$ cat src/rtl/fifo8k_capture_ctrl_if.sv
// ---------------------------------------------------------------------------
// fifo8k_capture_ctrl_if
//   Bundles the control, FIFO-drive and status signals of the capture
//   sequencer so they travel as one port.
//
//   Driver side (master -> slave):
//     arm, abort, trig, sample_en, cap_len[12:0], rd_req
//   Sequencer side (slave -> master):
//     fifo_rst, fifo_wr_en, fifo_rd_en, bit_valid, busy, done, aborted,
//     state[2:0], wr_count[12:0], rd_count[12:0]
//
//   The sequencer instantiates the slave modport; whatever drives the
//   control inputs and watches status uses the master modport.
// ---------------------------------------------------------------------------
interface fifo8k_capture_ctrl_if;
    logic        arm;
    logic        abort;
    logic        trig;
    logic        sample_en;
    logic [12:0] cap_len;
    logic        rd_req;

    logic        fifo_rst;
    logic        fifo_wr_en;
    logic        fifo_rd_en;
    logic        bit_valid;
    logic        busy;
    logic        done;
    logic        aborted;
    logic [2:0]  state;
    logic [12:0] wr_count;
    logic [12:0] rd_count;

    modport master (
        output arm, abort, trig, sample_en, cap_len, rd_req,
        input  fifo_rst, fifo_wr_en, fifo_rd_en, bit_valid, busy, done,
               aborted, state, wr_count, rd_count
    );

    modport slave (
        input  arm, abort, trig, sample_en, cap_len, rd_req,
        output fifo_rst, fifo_wr_en, fifo_rd_en, bit_valid, busy, done,
               aborted, state, wr_count, rd_count
    );
endinterface

$ cat src/rtl/fifo8k_capture_ctrl.sv
// ---------------------------------------------------------------------------
// fifo8k_capture_ctrl
//   Sequencer for the 1-bit x 8K block-RAM capture FIFO. On arm it clears
//   the FIFO, waits for a trigger, gates a programmed number of qualified
//   samples into the FIFO, drains them under downstream flow control and
//   pulses done. abort cancels any sequence in progress.
//
//   Ports:
//     clk    - single clock; also the FIFO write and read clock
//     rst_n  - asynchronous, active-low reset
//     bus    - fifo8k_capture_ctrl_if.slave (controls in, FIFO drive and
//              status out)
//
//   Parameters:
//     DEPTH      - maximum samples per capture (<= 8191)
//     RST_CYCLES - cycles fifo_rst is held high at the start of each arm
// ---------------------------------------------------------------------------
module fifo8k_capture_ctrl #(
    parameter int DEPTH      = 8191,
    parameter int RST_CYCLES = 4
) (
    input  logic                  clk,
    input  logic                  rst_n,
    fifo8k_capture_ctrl_if.slave  bus
);

    localparam logic [12:0]      DEPTH_L  = 13'(DEPTH);
    localparam int               CLR_W    = (RST_CYCLES > 1) ? $clog2(RST_CYCLES) : 1;
    localparam logic [CLR_W-1:0] CLR_LAST = CLR_W'(RST_CYCLES - 1);

    typedef enum logic [2:0] {
        S_IDLE      = 3'd0,
        S_CLEAR     = 3'd1,
        S_WAIT_TRIG = 3'd2,
        S_CAPTURE   = 3'd3,
        S_DRAIN     = 3'd4,
        S_DONE      = 3'd5
    } state_t;

    state_t           state_reg, state_next;
    logic [12:0]      len_reg;
    logic [12:0]      wr_count_reg;
    logic [12:0]      rd_count_reg;
    logic [CLR_W-1:0] clr_cnt_reg;
    logic             fifo_rst_reg;
    logic             bit_valid_reg;
    logic             aborted_reg;

    logic             wr_en;
    logic             rd_en;
    logic             done_w;
    logic             abort_hit;
    logic [12:0]      len_arm;

    // abort only means something while a sequence is running.
    assign abort_hit = bus.abort && (state_reg != S_IDLE);

    // A zero or oversize request captures the full FIFO.
    assign len_arm = ((bus.cap_len == 13'd0) || (bus.cap_len > DEPTH_L)) ? DEPTH_L : bus.cap_len;

    // ---------------- state register ----------------
    always_ff @(posedge clk or negedge rst_n) begin
        if (!rst_n) begin
            state_reg <= S_IDLE;
        end else begin
            state_reg <= state_next;
        end
    end

    // ---------------- next-state logic ----------------
    always_comb begin
        state_next = state_reg;
        case (state_reg)
            S_IDLE:      if (bus.arm) state_next = S_CLEAR;
            S_CLEAR:     if (clr_cnt_reg == CLR_LAST) state_next = S_WAIT_TRIG;
            S_WAIT_TRIG: if (bus.trig) state_next = S_CAPTURE;
            // Leave on the write/read that reaches len, so no access is
            // ever issued past it.
            S_CAPTURE:   if (wr_en && (wr_count_reg == len_reg - 13'd1)) state_next = S_DRAIN;
            S_DRAIN:     if (rd_en && (rd_count_reg == len_reg - 13'd1)) state_next = S_DONE;
            S_DONE:      state_next = S_IDLE;
            default:     state_next = S_IDLE;
        endcase
        if (abort_hit) begin
            state_next = S_IDLE;
        end
    end

    // ---------------- output logic ----------------
    always_comb begin
        wr_en  = 1'b0;
        rd_en  = 1'b0;
        done_w = 1'b0;
        case (state_reg)
            S_CAPTURE: wr_en  = bus.sample_en && (wr_count_reg < len_reg) && !bus.abort;
            S_DRAIN:   rd_en  = bus.rd_req && (rd_count_reg < len_reg) && !bus.abort;
            S_DONE:    done_w = !bus.abort;
            default: begin
                wr_en  = 1'b0;
                rd_en  = 1'b0;
                done_w = 1'b0;
            end
        endcase
    end

    // ---------------- datapath registers ----------------
    always_ff @(posedge clk or negedge rst_n) begin
        if (!rst_n) begin
            len_reg       <= DEPTH_L;
            wr_count_reg  <= 13'd0;
            rd_count_reg  <= 13'd0;
            clr_cnt_reg   <= '0;
            fifo_rst_reg  <= 1'b1;
            bit_valid_reg <= 1'b0;
            aborted_reg   <= 1'b0;
        end else begin
            if ((state_reg == S_IDLE) && bus.arm) begin
                len_reg      <= len_arm;
                wr_count_reg <= 13'd0;
                rd_count_reg <= 13'd0;
            end else begin
                if (wr_en) wr_count_reg <= wr_count_reg + 13'd1;
                if (rd_en) rd_count_reg <= rd_count_reg + 13'd1;
            end

            if (state_reg == S_CLEAR) begin
                clr_cnt_reg <= clr_cnt_reg + 1'b1;
            end else begin
                clr_cnt_reg <= '0;
            end

            // Registered from the next state so fifo_rst rises together
            // with entry into CLEAR and covers exactly its cycles.
            fifo_rst_reg  <= (state_next == S_CLEAR);
            bit_valid_reg <= rd_en;
            aborted_reg   <= abort_hit;
        end
    end

    assign bus.fifo_rst   = fifo_rst_reg;
    assign bus.fifo_wr_en = wr_en;
    assign bus.fifo_rd_en = rd_en;
    assign bus.bit_valid  = bit_valid_reg;
    assign bus.busy       = (state_reg != S_IDLE);
    assign bus.done       = done_w;
    assign bus.aborted    = aborted_reg;
    assign bus.state      = state_reg;
    assign bus.wr_count   = wr_count_reg;
    assign bus.rd_count   = rd_count_reg;

endmodule

$ cat src/flat_wrapper.sv
// flat-port wrapper written by rule: the top's interface ports become plain ports
module fifo8k_capture_ctrl_flat 
#(
    parameter int DEPTH      = 8191,
    parameter int RST_CYCLES = 4
)
  (clk, rst_n, bus_arm, bus_abort, bus_trig, bus_sample_en, bus_cap_len, bus_rd_req, bus_fifo_rst, bus_fifo_wr_en, bus_fifo_rd_en, bus_bit_valid, bus_busy, bus_done, bus_aborted, bus_state, bus_wr_count, bus_rd_count);
  fifo8k_capture_ctrl_if bus_i ();
  input  logic clk;
  input  logic rst_n;
  input wire logic [$bits(bus_i.arm)-1:0] bus_arm;
  input wire logic [$bits(bus_i.abort)-1:0] bus_abort;
  input wire logic [$bits(bus_i.trig)-1:0] bus_trig;
  input wire logic [$bits(bus_i.sample_en)-1:0] bus_sample_en;
  input wire logic [$bits(bus_i.cap_len)-1:0] bus_cap_len;
  input wire logic [$bits(bus_i.rd_req)-1:0] bus_rd_req;
  output wire logic [$bits(bus_i.fifo_rst)-1:0] bus_fifo_rst;
  output wire logic [$bits(bus_i.fifo_wr_en)-1:0] bus_fifo_wr_en;
  output wire logic [$bits(bus_i.fifo_rd_en)-1:0] bus_fifo_rd_en;
  output wire logic [$bits(bus_i.bit_valid)-1:0] bus_bit_valid;
  output wire logic [$bits(bus_i.busy)-1:0] bus_busy;
  output wire logic [$bits(bus_i.done)-1:0] bus_done;
  output wire logic [$bits(bus_i.aborted)-1:0] bus_aborted;
  output wire logic [$bits(bus_i.state)-1:0] bus_state;
  output wire logic [$bits(bus_i.wr_count)-1:0] bus_wr_count;
  output wire logic [$bits(bus_i.rd_count)-1:0] bus_rd_count;
  assign bus_i.arm = bus_arm;
  assign bus_i.abort = bus_abort;
  assign bus_i.trig = bus_trig;
  assign bus_i.sample_en = bus_sample_en;
  assign bus_i.cap_len = bus_cap_len;
  assign bus_i.rd_req = bus_rd_req;
  assign bus_fifo_rst = bus_i.fifo_rst;
  assign bus_fifo_wr_en = bus_i.fifo_wr_en;
  assign bus_fifo_rd_en = bus_i.fifo_rd_en;
  assign bus_bit_valid = bus_i.bit_valid;
  assign bus_busy = bus_i.busy;
  assign bus_done = bus_i.done;
  assign bus_aborted = bus_i.aborted;
  assign bus_state = bus_i.state;
  assign bus_wr_count = bus_i.wr_count;
  assign bus_rd_count = bus_i.rd_count;
  fifo8k_capture_ctrl #(.DEPTH(DEPTH), .RST_CYCLES(RST_CYCLES)) u_core (.clk(clk), .rst_n(rst_n), .bus(bus_i));
endmodule
$ cat config.mk
export PLATFORM = sky130hd
export DESIGN_NAME = fifo8k_capture_ctrl_flat
export DESIGN_NICKNAME = d
export VERILOG_FILES = /design/src/rtl/fifo8k_capture_ctrl_if.sv /design/src/rtl/fifo8k_capture_ctrl.sv /design/src/flat_wrapper.sv
export SDC_FILE = /design/constraint.sdc
export NUM_CORES = 1
export LEC_CHECK = 0
export BUFFER_PORTS_ARGS = -buffer_cell sky130_fd_sc_hd__clkbuf_2
export CAP_MARGIN = 20
export CORE_MARGIN = 2
export CORE_UTILIZATION = 52
export DETAILED_ROUTE_END_ITERATION = 6
export PLACE_DENSITY_LB_ADDON = 0.08
export SYNTH_ARGS = -nofsm -noshare
export SYNTH_HDL_FRONTEND = slang
export SYNTH_SLANG_ARGS = --single-unit
$ cat constraint.sdc
create_clock -name clk -period 2.3 [get_ports clk]
set_input_delay 0.23 -clock clk [delete_from_list [all_inputs] [get_ports clk]]
set_output_delay 0.23 -clock clk [all_outputs]
set_load 0.02 [all_outputs]
======== Yosys cells after proc, flatten, opt, wreduce, memory -nomap -nowiden ========
Index checks and enable logic that the tools add are counted.
cells by class
  add/subtract/negate cells ............... 4
  magnitude comparators ................... 3
  equal/unequal tests ..................... 9
  multiplexer cells ....................... 16
  reductions and logical operators ........ 15
operators by type and width
  operator                 number
  $mux W13                 5
  $add A13 B1 Y13 const B  2
  $eq A13 B13 Y1           2
  $lt A13 B13 Y1           2
  $mux W3                  6
  $pmux W3 S5              1
  $gt A13 B13 Y1 const B   1
  $logic_not A13 Y1        1
  $sub A13 B1 Y13 const B  1
  $logic_and A1 B1 Y1      8
  $eq A3 B1 Y1 const B     2
  $eq A3 B2 Y1 const B     2
  $eq A3 B3 Y1 const B     2
  $reduce_bool A2 Y1       2
  $logic_not A3 Y1         1
  $mux W1                  3
  $reduce_bool A3 Y1       1
  $add A2 B1 Y2 const B    1
  $eq A2 B2 Y1 const B     1
  $mux W2                  1
  $logic_not A1 Y1         1
  $logic_or A1 B1 Y1       1
word-level totals
  flip-flop bits (word level) ............. 47
  input port bits ......................... 20
  output and inout bits ................... 36

======== Logic depth before layout (Yosys ltp) ========
  word-level depth ........................ 9
  depth in mapped cells ................... 11

======== Least setup slack after synthesis ========
OpenSTA, ideal clock, no wires.
  kind .................................... register -> register
  start point ............................. register u_core.len_reg[10]
  end point ............................... register u_core.wr_count_reg[12] (netlist: u_core.bus.wr_count[12])
  library setup time ...................... 132 ps
  data arrival time ....................... 2355 ps
  data required time ...................... 2168 ps
  slack ................................... -187 ps
  stages on the path, launching flop included .. 12
  clock period less this slack ............ 2487 ps
  cells stage by stage .................... dfstp_2 > buf_6 > inv_1 > ha_1 > a21o_1 > a21oi_1 > o2111ai_1 > nor3_1 > buf_2 > nand4_1 > xor2_1 > nor2_1
on the way
  word-level cells in the longest chain between the ends .. 5
ends and longest elaborated chain
  what                                 RTL line                    text
  start, declared                      fifo8k_capture_ctrl.sv:41   logic [12:0] len_reg;
  start signal, assigned               fifo8k_capture_ctrl.sv:118  len_reg <= len_arm;
  $lt A13 B13 Y1                       fifo8k_capture_ctrl.sv:95   S_CAPTURE: wr_en = bus.sample_en && (wr_count_reg < len_reg) && !bus.abort;
  $logic_and A1 B1 Y1 (2 in series)    fifo8k_capture_ctrl.sv:95
  $mux W1                              fifo8k_capture_ctrl.sv:94   case (state_reg)
  via bus_fifo_wr_en                   flat_wrapper.sv:18          output wire logic [$bits(bus_i.fifo_wr_en)-1:0] bus_fifo_wr_en;
  $reduce_bool A2 Y1 (no source line)  -
  end signal, assigned                 fifo8k_capture_ctrl.sv:122  if (wr_en) wr_count_reg <= wr_count_reg + 13'd1;
  end, declared                        fifo8k_capture_ctrl.sv:42   logic [12:0] wr_count_reg;
The timed path passes the listed nets, and every way through them passes these cells.
A chain may end at the register's enable or synchronous reset.

======== Worst setup path in the final report ========
  start point ............................. register u_core.len_reg[10]
  end point ............................... register u_core.state_reg[1] (netlist: u_core.bus.state[1])
on the way
  word-level cells in the longest chain between the ends .. 8
  elaborated cells between the ends (all ways) .. 17
  those cells by class .................... add/sub (1); order compare (2); eq/ne (2); mux (6); reduce/logical (6)
ends and longest elaborated chain
  what                                                                     RTL line                   text
  parallel branches: the longest is 6 deep, another holds $sub A13 B1 Y13  -
  $pmux W3 S5 *                                                            fifo8k_capture_ctrl.sv:73  case (state_reg)
  $mux W3 *                                                                fifo8k_capture_ctrl.sv:84  if (abort_hit) begin
  via u_core.state_next[1]                                                 fifo8k_capture_ctrl.sv:40  state_t state_reg, state_next;
  end signal, assigned                                                     fifo8k_capture_ctrl.sv:66  state_reg <= state_next;
  end, declared                                                            fifo8k_capture_ctrl.sv:40
Mark *: on every way through the listed nets, which the timed path passes.

==> results.cfg <==
[run_status]
status = finished, violations left
violations = negative setup slack

[sta]
setup_ws_ns = -0.118
rsz0062_at_grt = yes
max_slew_margin = 0.665
finalClockSkew_ns = 0.00558
finalMaxSlewViolations = 0
period_needed_ns = 2.42
setup_violations = 15
max_freq_mhz = 414
worst_pin_slew_ns = 0.498
hold_slack_ns = 0.146
hold_viol = 0
post-route-period-util = 1.05
fin_tns_setup_ns = -0.895

[drt]
drcViolationCount = 0
wire_per_inst_um = 18.7
first_pass_iters = 4
totalWireLength_um = 11400
drt-met1-wl_um = 5060
first_iter_violations = 223
vias_per_cell = 5.76
wl_met2_um = 5670
antenna_left = 0
wl_met3_um = 486
num_vias = 3521
highest_layer = met4

[setup_path]
start_kind = flip-flop
critPathKind = reg2reg
arrival_ns = 2.62
slowest_stage = a2111o_1
end_kind = flip-flop
rr_endpoint = u_core.bus.state[1]
rr_startpoint = u_core.len_reg[10]
slowest_delay_ns = 0.44
required_ns = 2.50
worstPathMaxFanout = 3
r2r_cells = 8
worstPathCellList = buf_4 > or3_4 > and3_4 > a2111o_1 > nor4_4 > nand4_1 > a21oi_2 > nor3_2
reg2reg_slack_ns = -0.12

[yosys]
yosys-top-cells-count = dfrtp_1 (33), nor2_1 (32), ha_1 (30)
syn_area_um2 = 3720
synth.avg_cell_area_um2 = 9.51
synth_fp_nets = 441
synth_ff_type = dfrtp_1
synthesis.instances = 391
netlist.top_cell.by_area = dfrtp_1
synthDistinctLibCells = 66
synthArstFlopShare = 1.00
synth-edff-count = 0
synth_most_common_cell = dfrtp_1
yosysWarnings = 0
synthTopCellsByArea = dfrtp_1 (22%), ha_1 (10%), dfstp_2 (9.9%)
ys_ff_latch = 47
yosysSeqAreaShare = 0.321
synth_top_area_share = 0.222

[clock_tree]
cts_root_buffer = clkbuf_8
numClockSinks = 47
insertion_delay_ns = 0.31
cts-buffers-inserted = 5
htreeDepth = 2
path_clk_slew_ns = 0.09
cts_tree = built
clockBufferDepth = 2

[die]
dieArea_um2 = 7840
core_um2 = 6870
initial_core_util = 0.541
core.rowCount = 30
fp.dieW_um = 88.6
io_pins = 56
die_h_um = 88.6

[power]
power_density_nw_per_um2 = 800
p_total_mw = 4.21
ir_drop_v = 0.000627
p_leak_nw = 2.40

[global_route]
grt_max_degree = 48
grt_pass1_wl_um = 17400
antenna_found_initial = 0
grtUsageTotal = 0.293
overflow = 0
grt_pass1_vias = 3340

[worst_hold_path]
holdPathStages = 2
min_to = u_core.len_reg[10]
min_from = bus_cap_len[10]
worst_hold_path_type = in2reg

[placed_design]
portBuffers = 55
dpl_cell_area_um2 = 4570
dpl.hpwl_um = 8360
pre_cts_ws_ns = -0.173
gp_congestion = 0.919

[run]
max_cap_viol_count = 0

[final_layout]
fillers = 497
design.final.nets = 564
postLayoutCellArea_um2 = 5260
area.growth.synth_to_final_pct = 41.4
diodes = 0
drive_gt1_frac = 0.456
[routing by layer]
metal / track usage / vias up
li1: - / 1688
met1: 0.402 / 1730
met2: 0.488 / 90
met3: 0.0420 / 13
met4: 0.0771 / 0
met5: 0 / -
[stage by stage]
stage | util | std cells
floorplan | - | 391
global placement | 0.665 | 591
detailed placement | 0.665 | 591
CTS | 0.731 | 608
global route | 0.765 | 611
finish | 0.765 | 611
[what timing repair did]
| item | in CTS | in global routing |
|---|---|---|
| buffers inserted | 8 | 4 |
| hold buffers | 1 | 0 |
| endpoints found under the setup margin | 17 | 26 |
| cloned | 1 | 0 |
| pin swaps | 17 | 26 |
| resized for setup | 46 | 39 |
| hold endpoints to repair | 33 | 0 |
[kinds of logic (layout without fill, tap and decap cells)]
kind of cell             Yosys count  in the layout  share of synthesized area
multiplexers                       5              5                     0.0135
adder cells (fa/ha/maj)           30             30                      0.101
AO/OA/AOI/OAI                     79             79                      0.154
buffers and inverters             46            170                     0.0751
AND/OR/NAND/NOR                  138            138                      0.220
flip-flops                        47             47                      0.321
XOR/XNOR                          46             46                      0.116
[area by class of cell]
class	count	area, µm²	area share
Sequential cell	47	1190	0.227
Clock buffer	8	101	0.0193
Multi-Input combinational cell	298	2710	0.515
Timing Repair Buffer	139	1040	0.198
Inverter	23	96.3	0.0183
Tap cell	96	120	0.0228
[worst max-delay path, delay by kind of cell (launching register included)]
kind | cells | cell delay, ns
compound gates | 2 | 0.65
buf+inv | 1 | 0.13
simple gates | 5 | 1.14
flops | 1 | 0.39
[how the worst max path moves through the flow]
stage,from,to,cells past startpoint
after floorplan,u_core.len_reg[2],u_core.bus.rd_count[10],11
after global placement,u_core.len_reg[0],u_core.bus.fifo_rst,9
after detailed placement,u_core.len_reg[0],u_core.bus.state[1],9
after CTS,u_core.len_reg[1],u_core.bus.state[1],10
after global routing,u_core.len_reg[3],bus_fifo_rd_en,8
final,u_core.len_reg[10],u_core.bus.state[1],8
[layout by cell type, fill, tap and decap left out, types with 5 or more instances in the layout]
master	synthesis	layout
xnor2_1	22	20
clkbuf_8	5	6
a21oi_2	0	6
a21oi_1	18	12
o21ai_0	9	7
nand3_1	14	10
nor3_1	8	5
inv_2	0	5
nor2_1	32	32
nand4_1	17	17
ha_4	0	12
o22a_1	12	12
buf_4	2	68
nand2_1	14	11
buf_6	5	9
dfrtp_1	33	33
ha_1	30	17
or3_1	6	5
inv_1	23	14
xor2_1	22	21
dfstp_2	14	14
and3_1	12	9
mux2i_1	5	5
clkbuf_2	0	53
[power breakdown]
group / switching, mW / total (mW) / internal (mW)
Sequential: 0.135 / 1.18 / 1.05
Combinational: 1.30 / 2.45 / 1.15
Clock: 0.288 / 0.571 / 0.282
Total: 1.73 / 4.21 / 2.48
Note: power is estimated with default switching activity, not from simulation.
